<file path="config.mk">
export PLATFORM = sky130hd
export DESIGN_NAME = pipemem_stage_flat
export DESIGN_NICKNAME = d
export VERILOG_FILES = /design/src/rtl/pipe_pkg.sv /design/src/rtl/pipemem_stage_if.sv /design/src/rtl/pipemem_wdog.sv /design/src/rtl/pipemem_stage.sv /design/src/flat_wrapper.sv
export SDC_FILE = /design/constraint.sdc
export NUM_CORES = 1
export LEC_CHECK = 0
export ABC_AREA = 0
export CORE_ASPECT_RATIO = 0.7
export CORE_MARGIN = 2
export CORE_UTILIZATION = 38
export CTS_CLUSTER_SIZE = 10
export DETAILED_ROUTE_END_ITERATION = 7
export PLACE_DENSITY = 0.82
export SYNTH_ARGS = -nofsm -noshare
export SYNTH_HDL_FRONTEND = slang
export SYNTH_HIERARCHICAL = 1
export SYNTH_SLANG_ARGS = --single-unit
</file>
<file path="constraint.sdc">
create_clock -name clock -period 3.1 [get_ports clock]
set_clock_uncertainty 0.05 [all_clocks]
set_input_delay 0.62 -clock clock [delete_from_list [all_inputs] [get_ports clock]]
set_output_delay 0.62 -clock clock [all_outputs]
set_load 0.01 [all_outputs]
</file>
<file path="src/rtl/pipe_pkg.sv">
// Shared definitions for the MEM pipeline stage: FSM encoding and alignment mask.
package pipe_pkg;

    typedef enum logic {
        MS_IDLE = 1'b0,
        MS_BUSY = 1'b1
    } ms_state_e;

    // Low address bits that must be zero for a word access.
    localparam logic [1:0] WORD_ALIGN_MASK = 2'b11;

endpackage

</file>
<file path="src/rtl/pipemem_stage_if.sv">
// Data-memory port between the MEM stage (master) and dmem (slave).
//
// Handshake: dmem_req is held high from the first request cycle until the
// cycle in which dmem_ack is seen; dmem_we/dmem_addr/dmem_wdata are stable
// for that whole window. dmem_ack is a one-cycle completion strobe, and
// dmem_rdata is valid only in the ack cycle of a load. An ack while dmem_req
// is low carries no meaning and is ignored by the master.
interface pipemem_stage_if;

    logic        dmem_req;
    logic        dmem_we;
    logic [31:0] dmem_addr;
    logic [31:0] dmem_wdata;
    logic        dmem_ack;
    logic [31:0] dmem_rdata;

    modport master (
        output dmem_req, dmem_we, dmem_addr, dmem_wdata,
        input  dmem_ack, dmem_rdata
    );

    modport slave (
        input  dmem_req, dmem_we, dmem_addr, dmem_wdata,
        output dmem_ack, dmem_rdata
    );

endinterface

</file>
<file path="src/rtl/pipemem_wdog.sv">
// Watchdog for an outstanding dmem request: counts request cycles and flags
// the last permitted cycle so the stage can abandon the access.
module pipemem_wdog #(
    parameter int TIMEOUT = 16,
    parameter int CNT_W   = 5
) (
    input  logic clock,
    input  logic reset,
    input  logic en_i,          // a request is outstanding this cycle
    input  logic clr_i,         // the request completes this cycle
    output logic timeout_now_o  // last cycle without ack: give up
);

    localparam logic [CNT_W-1:0] LAST = CNT_W'(TIMEOUT - 1);

    logic [CNT_W-1:0] cnt_q;
    logic [CNT_W-1:0] cnt_d;

    // An ack arriving in the final cycle wins over the timeout.
    assign timeout_now_o = en_i & ~clr_i & (cnt_q == LAST);

    // Next count: clear on completion/abandon, otherwise count up and saturate.
    always_comb begin
        cnt_d = cnt_q;
        if (clr_i || timeout_now_o) begin
            cnt_d = '0;
        end else if (en_i && (cnt_q != LAST)) begin
            cnt_d = cnt_q + 1'b1;
        end
    end

    // Counter register.
    always_ff @(posedge clock) begin
        if (reset) begin
            cnt_q <= '0;
        end else begin
            cnt_q <= cnt_d;
        end
    end

endmodule

</file>
<file path="src/rtl/pipemem_stage.sv">
// MEM stage of the 5-stage MIPS pipeline: EX/MEM register plus a lw/sw
// access to a variable-latency data memory. Upstream stages are frozen while
// an access is outstanding; the completing cycle never stalls.
module pipemem_stage
    import pipe_pkg::*;
#(
    parameter int TIMEOUT = 16,
    parameter int CNT_W   = 5
) (
    input  logic        clock,
    input  logic        reset,
    input  logic        evalid,
    input  logic        ewreg,
    input  logic        em2reg,
    input  logic        ewmem,
    input  logic [31:0] ealu,
    input  logic [31:0] eb,
    input  logic [4:0]  ern,
    output logic        stall_mem,
    output logic        mvalid,
    output logic        mwreg,
    output logic        mm2reg,
    output logic [4:0]  mrn,
    output logic [31:0] malu,
    output logic [31:0] mmo,
    output logic        merr,
    output ms_state_e   dbg_state,
    pipemem_stage_if.master dmem
);

    // M register
    logic        mv_q, mwreg_q, mm2reg_q, mwmem_q;
    logic [31:0] malu_q, mb_q;
    logic [4:0]  mrn_q;

    ms_state_e state_q, state_d;
    logic      merr_q;

    logic memop, misalign, req, ack_v, timeout_now;

    assign memop    = mv_q & (mm2reg_q | mwmem_q);
    assign misalign = memop & ((malu_q[1:0] & WORD_ALIGN_MASK) != 2'b00);
    // Request goes out combinationally in the cycle the M register is loaded.
    assign req      = (state_q == MS_BUSY) | (memop & ~misalign);
    assign ack_v    = req & dmem.dmem_ack;

    pipemem_wdog #(
        .TIMEOUT (TIMEOUT),
        .CNT_W   (CNT_W)
    ) u_wdog (
        .clock         (clock),
        .reset         (reset),
        .en_i          (req),
        .clr_i         (ack_v),
        .timeout_now_o (timeout_now)
    );

    assign stall_mem = memop & ~misalign & ~ack_v & ~timeout_now;
    assign mvalid    = mv_q & ~stall_mem;
    assign mwreg     = mwreg_q & mvalid & ~(misalign | timeout_now);
    assign mm2reg    = mm2reg_q;
    assign mrn       = mrn_q;
    assign malu      = malu_q;
    assign mmo       = ack_v ? dmem.dmem_rdata : 32'h0;
    assign merr      = merr_q;
    assign dbg_state = state_q;

    assign dmem.dmem_req   = req;
    assign dmem.dmem_we    = req & mwmem_q;
    assign dmem.dmem_addr  = malu_q;
    assign dmem.dmem_wdata = mb_q;

    // Next state: leave IDLE only if the access did not finish in its first cycle.
    always_comb begin
        state_d = state_q;
        case (state_q)
            MS_IDLE: if (req && !ack_v && !timeout_now) state_d = MS_BUSY;
            MS_BUSY: if (ack_v || timeout_now)          state_d = MS_IDLE;
            default: state_d = MS_IDLE;
        endcase
    end

    // FSM state and sticky error flag.
    always_ff @(posedge clock) begin
        if (reset) begin
            state_q <= MS_IDLE;
            merr_q  <= 1'b0;
        end else begin
            state_q <= state_d;
            if (misalign || timeout_now) merr_q <= 1'b1;
        end
    end

    // EX/MEM register, frozen while an access is outstanding.
    always_ff @(posedge clock) begin
        if (reset) begin
            mv_q     <= 1'b0;
            mwreg_q  <= 1'b0;
            mm2reg_q <= 1'b0;
            mwmem_q  <= 1'b0;
            malu_q   <= 32'h0;
            mb_q     <= 32'h0;
            mrn_q    <= 5'h0;
        end else if (!stall_mem) begin
            mv_q     <= evalid;
            mwreg_q  <= ewreg;
            mm2reg_q <= em2reg;
            mwmem_q  <= ewmem;
            malu_q   <= ealu;
            mb_q     <= eb;
            mrn_q    <= ern;
        end
    end

endmodule

</file>
<file path="src/flat_wrapper.sv">
// flat-port wrapper written by rule: the top's interface ports become plain ports
module pipemem_stage_flat import pipe_pkg::*;
#(
    parameter int TIMEOUT = 16,
    parameter int CNT_W   = 5
)
  (clock, reset, evalid, ewreg, em2reg, ewmem, ealu, eb, ern, stall_mem, mvalid, mwreg, mm2reg, mrn, malu, mmo, merr, dbg_state, dmem_dmem_req, dmem_dmem_we, dmem_dmem_addr, dmem_dmem_wdata, dmem_dmem_ack, dmem_dmem_rdata);
  pipemem_stage_if dmem_i ();
  input  logic clock;
  input  logic reset;
  input  logic evalid;
  input  logic ewreg;
  input  logic em2reg;
  input  logic ewmem;
  input  logic [31:0] ealu;
  input  logic [31:0] eb;
  input  logic [4:0] ern;
  output logic stall_mem;
  output logic mvalid;
  output logic mwreg;
  output logic mm2reg;
  output logic [4:0] mrn;
  output logic [31:0] malu;
  output logic [31:0] mmo;
  output logic merr;
  output ms_state_e dbg_state;
  output wire logic [$bits(dmem_i.dmem_req)-1:0] dmem_dmem_req;
  output wire logic [$bits(dmem_i.dmem_we)-1:0] dmem_dmem_we;
  output wire logic [$bits(dmem_i.dmem_addr)-1:0] dmem_dmem_addr;
  output wire logic [$bits(dmem_i.dmem_wdata)-1:0] dmem_dmem_wdata;
  input wire logic [$bits(dmem_i.dmem_ack)-1:0] dmem_dmem_ack;
  input wire logic [$bits(dmem_i.dmem_rdata)-1:0] dmem_dmem_rdata;
  assign dmem_dmem_req = dmem_i.dmem_req;
  assign dmem_dmem_we = dmem_i.dmem_we;
  assign dmem_dmem_addr = dmem_i.dmem_addr;
  assign dmem_dmem_wdata = dmem_i.dmem_wdata;
  assign dmem_i.dmem_ack = dmem_dmem_ack;
  assign dmem_i.dmem_rdata = dmem_dmem_rdata;
  pipemem_stage #(.TIMEOUT(TIMEOUT), .CNT_W(CNT_W)) u_core (.clock(clock), .reset(reset), .evalid(evalid), .ewreg(ewreg), .em2reg(em2reg), .ewmem(ewmem), .ealu(ealu), .eb(eb), .ern(ern), .stall_mem(stall_mem), .mvalid(mvalid), .mwreg(mwreg), .mm2reg(mm2reg), .mrn(mrn), .malu(malu), .mmo(mmo), .merr(merr), .dbg_state(dbg_state), .dmem(dmem_i));
endmodule
</file>
**After elaboration in Yosys (flattened, before gate mapping)**

Cells that the tools add are included.

- Bits of input ports: 108
- Register bits: 80

- Add/sub/neg operators: 1
- Bitwise gates (word level): 21
- Multiplexer cells: 4
- Equal/unequal tests: 2
- Reductions and logical operators: 9

Operator list:

| kind | number |
|---|---|
| $mux 32 | 1 |
| $and 1x1->1 | 12 |
| $not 1->1 | 6 |
| $add 5x1->5 const B | 1 |
| $eq 5x4->1 const B | 1 |
| $ne 5x4->1 const B | 1 |
| $logic_and 1x1->1 | 3 |
| $or 1x1->1 | 3 |
| $logic_not 1->1 | 2 |
| $logic_or 1x1->1 | 2 |
| $mux 1 | 2 |
| $pmux 1 s2 | 1 |
| $reduce_bool 2->1 | 1 |
| $reduce_or 2->1 | 1 |

**Longest topological paths before layout**

- Depth after elaboration: 16
- Mapped depth: 9
- Gate-level depth less buffers: 7

**Cells and area by module**

Netlist, hierarchy kept.

Modules (own cells, without submodules):

| module | times used | area an instance (um2) | cells an instance |
|---|---|---|---|
| pipemem_stage | 1 | 3808.7 | 395 |
| pipemem_wdog | 1 | 266.5 | 30 |

**Least setup slack after synthesis**

No wires, ideal clock.

- Path kind: reg-to-output
- Start point: register u_core.malu_q[0], in the netlist u_core/dmem.dmem_addr[0]
- End point: output port mwreg
- Cell stages (with the launch flop): 9
- Data arrival time: 2416 ps
- Slack: 14 ps
- Cell sequence: dfxtp_1 > or2_1 > o21bai_2 > clkbuf_1 > and2_1 > nor2_1 > nor4_4 > buf_6 > and4b_1

- Cells in the longest elaborated chain, start to end: 15
- Elaborated cells on any way between the ends: 18
- Classes of those cells: 17 x bitwise; 1 x reduce/logical

Ends and longest elaborated chain:

| what | line | RTL |
|---|---|---|
| start: declaration | pipemem_stage.sv:33 | `logic [31:0] malu_q, mb_q;` |
| start signal: assignment | pipemem_stage.sv:109 | `malu_q <= ealu;` |
| $reduce_bool 2->1 (*) | pipemem_stage.sv:42 | `assign misalign = memop & ((malu_q[1:0] & WORD_ALIGN_MASK) != 2'b00);` |
| $and 1x1->1 (*) | pipemem_stage.sv:42 |  |
| $not 1->1 (*) | pipemem_stage.sv:44 | `assign req = (state_q == MS_BUSY) \| (memop & ~misalign);` |
| $and 1x1->1 (*) | pipemem_stage.sv:44 |  |
| $or 1x1->1 (*) | pipemem_stage.sv:44 |  |
| net dmem_dmem_req | flat_wrapper.sv:27 | `output wire logic [$bits(dmem_i.dmem_req)-1:0] dmem_dmem_req;` |
| $and 1x1->1 (*) | pipemem_stage.sv:45 | `assign ack_v = req & dmem.dmem_ack;` |
| net u_core.ack_v | pipemem_stage.sv:39 | `logic memop, misalign, req, ack_v, timeout_now;` |
| $not 1->1 (*) | pipemem_wdog.sv:20 | `assign timeout_now_o = en_i & ~clr_i & (cnt_q == LAST);` |
| $and 1x1->1 (*) (2 in a row) | pipemem_wdog.sv:20 |  |
| net u_core.timeout_now | pipemem_stage.sv:39 |  |
| $not 1->1 | pipemem_stage.sv:58 | `assign stall_mem = memop & ~misalign & ~ack_v & ~timeout_now;` |
| $and 1x1->1 | pipemem_stage.sv:58 |  |
| $not 1->1 | pipemem_stage.sv:59 | `assign mvalid = mv_q & ~stall_mem;` |
| $and 1x1->1 | pipemem_stage.sv:59 |  |
| $and 1x1->1 | pipemem_stage.sv:60 | `assign mwreg = mwreg_q & mvalid & ~(misalign \| timeout_now);` |
| $and 1x1->1 (*) | pipemem_stage.sv:60 |  |
| end: declaration | flat_wrapper.sv:20 | `output logic mwreg;` |

The timed path passes the listed nets; every way through them passes the cells marked *.

**Final worst setup path**

- Start point: register u_core.u_wdog.cnt_q[0]
- End point: output port mwreg

- Cells in the longest elaborated chain, start to end: 8
- Elaborated cells on any way between the ends: 10
- Classes of those cells: 1 x eq/ne; 9 x bitwise

Ends and longest elaborated chain:

| what | line | RTL |
|---|---|---|
| start: declaration | pipemem_wdog.sv:16 | `logic [CNT_W-1:0] cnt_q;` |
| start signal: assignment | pipemem_wdog.sv:37 | `cnt_q <= cnt_d;` |
| $eq 5x4->1 (*) | pipemem_wdog.sv:20 |  |
| $and 1x1->1 (*) | pipemem_wdog.sv:20 |  |
| net u_core.timeout_now | pipemem_stage.sv:39 |  |
| $not 1->1 | pipemem_stage.sv:58 |  |
| $and 1x1->1 | pipemem_stage.sv:58 |  |
| $not 1->1 | pipemem_stage.sv:59 |  |
| $and 1x1->1 | pipemem_stage.sv:59 |  |
| $and 1x1->1 | pipemem_stage.sv:60 |  |
| $and 1x1->1 (*) | pipemem_stage.sv:60 |  |

Marks and branches as above.

==> results.sh <==
export IMPL_hold_viol=0
export IMPL_dominantRegCellSynth="sky130_fd_sc_hd__dfxtp_1"
export IMPL_netlist_top_cells_count="141 x sky130_fd_sc_hd__nand2b_1, 80 x sky130_fd_sc_hd__dfxtp_1, 70 x sky130_fd_sc_hd__mux2i_1, 35 x sky130_fd_sc_hd__buf_4, 33 x sky130_fd_sc_hd__and3_1"
export IMPL_multiInputGateArea_um2=2070
export IMPL_tritoncts_clock_tree="built"
export IMPL_drt_total_wl_um=11400
export IMPL_drive_gt1_frac=0.0550
export IMPL_area_sequential_um2=1600
export IMPL_worstSetupStartpointType="flip-flop"
export IMPL_stage_delay_of_the_slowest_cell_on_the_critical_path_ns=0.54
export IMPL_yosysSeqAreaShare=0.393
export IMPL_max_clock_freq_mhz=329
export IMPL_tritoncts_num_sinks=80
export IMPL_net_count_of_the_finished_layout=743
export IMPL_pin_count=249
export IMPL_postSynthNetCount=535
export IMPL_max_cap_violations=0
export IMPL_worst_hold_path_endpoint="u_core/merr$_SDFFE_PP0N_"
export IMPL_grt_pass1_wl_um=18100
export IMPL_power_density_nw_per_um2=411
export IMPL_ff2ff_path_depth=10
export IMPL_critical_path_class="flip-flop to output pin"
export IMPL_drt_pass1_iter_count=4
export IMPL_synth_seq_cells=80
export IMPL_fillCellCount=819
export IMPL_hold_path_startpoint="u_core/merr$_SDFFE_PP0N_"
export IMPL_min_delay_path_depth=2
export IMPL_vdd_ir_drop_max_uv=327
export IMPL_p_leak_nw=2.54
export IMPL_synthDominantAreaCellType="sky130_fd_sc_hd__dfxtp_1"
export IMPL_core_region_area_um2=10400
export IMPL_slew_violations=0
export IMPL_async_reset_ff_frac=0
export IMPL_post_synth_inst_count=425
export IMPL_detailedPlace_worstSlack_ns=0.0729
export IMPL_outcome="completed"
export IMPL_antenna_found_initial=0
export IMPL_clk_pin_slew_worst_paths_ns=0.06
export IMPL_grt_overflow_total=0
export IMPL_dp_hpwl_um=8450
export IMPL_dpl_cell_area_um2=6400
export IMPL_synth_most_common_cell="sky130_fd_sc_hd__nand2b_1"
export IMPL_die_height_um=90.6
export IMPL_finalHoldWorstSlack_ns=0.402
export IMPL_timing_critical_path_to_type="output pin"
export IMPL_share_of_the_synthesized_area_in_the_top_cell_type=0.393
export IMPL_timing_hold_worst_class="flip-flop to flip-flop"
export IMPL_finalCriticalPeriod_ns=3.04
export IMPL_fin_ws_ns=0.0634
export IMPL_worstSkewPairLatency_ns=0.32
export IMPL_cts_buffer_depth=2
export IMPL_drt_initial_drc_count=113
export IMPL_worst_path_bufs_invs=1
export IMPL_max_slew_margin=0.478
export IMPL_numCtsBuffers=9
export IMPL_worstPathArrival_ns=2.37
export IMPL_detail_route_antenna_nets=0
export IMPL_required_ns=2.43
export IMPL_largest_net_degree_at_the_start_of_global_routing=53
export IMPL_synth_distinct_cells=33
export IMPL_total_routing_usage_gr=0.194
export IMPL_post_layout_nonfiller_instances=768
export IMPL_die_area_um2=11600
export IMPL_port_buffers=248
export IMPL_tightest_slew_ns=0.783
export IMPL_dp_cells=753
export IMPL_post_synth_instance_area_um2=4080
export IMPL_reg2reg_setup_slack_ns=0.50
export IMPL_synth_warnings=6
export IMPL_critical_path_fanout_max=7
export IMPL_route_detailed_drc=0
export IMPL_route_detailed_vias_per_inst=4.65
export IMPL_die_x_um=128
export IMPL_p_total_mw=2.77
export IMPL_period_share=0.980
export IMPL_routedWlPerCell_um=14.8
export IMPL_htree_levels=3
export IMPL_critPathTopFamily="simple AND/OR/NAND/NOR gates"
export IMPL_final_setup_violating_endpoints=0
export IMPL_finalWeightedCongestion=0.830
export IMPL_crit_path_top_delay_cell="sky130_fd_sc_hd__clkdlybuf4s50_1"
export IMPL_grt_setup_unrepaired="true"
export IMPL_syn_to_final_growth_pct=65.3
export IMPL_syn_avg_cell_area_um2=9.59
export IMPL_post_route_cell_area_um2=6740
export IMPL_ctsHoldBuffers=0
export IMPL_path_cells="ha_1 -> and3_1 -> ha_2 -> nand2_1 -> nor2_4 -> a21oi_1 -> and4b_1 -> clkdlybuf4s50_1"
export IMPL_fin_tns_setup_ns=0
export IMPL_first_global_vias=3549
export IMPL_critical_path_reg2reg_startpoint="u_core/u_wdog/cnt_q[0]$_SDFFE_PP0P_"
export IMPL_rows=31
export IMPL_synth_edff_count=0
export IMPL_antenna_diode_count=0
export IMPL_final_core_utilization=0.648
export IMPL_routed_via_count=3575
export IMPL_r2r_end="u_core/dmem.dmem_wdata[11]$_SDFFE_PP0N_"
export IMPL_floorplan_initialDensity=0.392
export IMPL_synth_top_cells_by_area="sky130_fd_sc_hd__dfxtp_1 39%, sky130_fd_sc_hd__nand2b_1 22%, sky130_fd_sc_hd__mux2i_1 17%, sky130_fd_sc_hd__buf_4 6.4%, sky130_fd_sc_hd__and3_1 5.1%"
export IMPL_clock_tree_root_cell="sky130_fd_sc_hd__clkbuf_16"
==> registers in the layout, indices dropped and copies added, names as in the netlist <==
name	cells
u_core/mm2reg	1
u_core/dmem.dmem_wdata	32
u_core/mwreg_q	1
u_core/u_wdog/cnt_q	5
u_core/merr	1
u_core/mv_q	1
u_core/mrn	5
u_core/dmem.dmem_addr	32
u_core/dbg_state	1
u_core/mwmem_q	1
==> report_power, final <==
| part | switching [mW] | total, mW | internal, mW |
|---|---|---|---|
| clock | 0.394 | 1.11 | 0.715 |
| sequential | 0.0407 | 1.13 | 1.09 |
| combinational | 0.185 | 0.530 | 0.345 |
==> routing by layer <==
metal / vias to the layer above / routed length [um] / track usage
met5: - / 0 / 0
met4: 0 / 115 / 0.0467
met3: 10 / 980 / 0.0770
met2: 133 / 5420 / 0.321
met1: 1652 / 4850 / 0.237
li1: 1780 / - / -
==> cell type report <==
cell class              instances  area share
well taps                     132      0.0245
clock inverters                 4      0.0104
flip-flops and latches         80       0.238
inverters                       3     0.00167
repair buffers                259       0.382
multi-input cells             280       0.308
clock buffers                  10      0.0355
==> worst reg2reg max path, cell delays in order, from the launching register on <==
cell	delay [ns]
sky130_fd_sc_hd__dfxtp_2	0.33
sky130_fd_sc_hd__ha_1	0.22
sky130_fd_sc_hd__and3_1	0.19
sky130_fd_sc_hd__ha_2	0.20
sky130_fd_sc_hd__nand2_1	0.12
sky130_fd_sc_hd__nor2_4	0.06
sky130_fd_sc_hd__nor4_4	0.17
sky130_fd_sc_hd__buf_4	0.16
sky130_fd_sc_hd__buf_4	0.11
sky130_fd_sc_hd__buf_4	0.59
sky130_fd_sc_hd__mux2i_1	0.33
==> cell families after synthesis <==
group,after synthesis,share of synthesized area
AO/OA/AOI/OAI,13,0.0224
multiplexers,71,0.175
adder cells (fa/ha/maj),2,0.00614
flip-flops,80,0.393
AND/OR/NAND/NOR,194,0.302
buffers and inverters,65,0.102
==> worst max-delay path by stage <==
stage                     cells past startpoint      to                                   from
after global routing                          7   mwreg  u_core/dmem.dmem_addr[0]$_SDFFE_PP0N_
after CTS                                     7   mwreg  u_core/dmem.dmem_addr[0]$_SDFFE_PP0N_
final                                         8   mwreg    u_core/u_wdog/cnt_q[0]$_SDFFE_PP0P_
after detailed placement                      6   mwreg                          dmem_dmem_ack
after global placement                        7  mvalid                          dmem_dmem_ack
after floorplan                               8   mwreg  u_core/dmem.dmem_addr[0]$_SDFFE_PP0N_
==> cells in the final DEF (no fill, tap or decap), drive strengths merged, types with 2 or more instances in the layout <==
cell / netlist / final
a21oi: 4 / 4
and2: 2 / 2
and3: 33 / 33
buf: 41 / 12
bufinv: 0 / 2
clkbuf: 21 / 10
clkdlybuf4s50: 0 / 245
clkinv: 0 / 2
dfxtp: 80 / 80
ha: 2 / 2
inv: 3 / 3
mux2i: 70 / 70
nand2: 2 / 2
nand2b: 141 / 141
nor3: 4 / 4
nor3b: 3 / 3
o21ai: 3 / 3
==> repair_timing <==
action                     4_1_cts  5_1_grt
pin swaps                        1        0
setup endpoints to repair        3        2
buffers inserted                 1        0
gates resized for setup          4        4
Note: power is estimated with default switching activity, not from simulation.
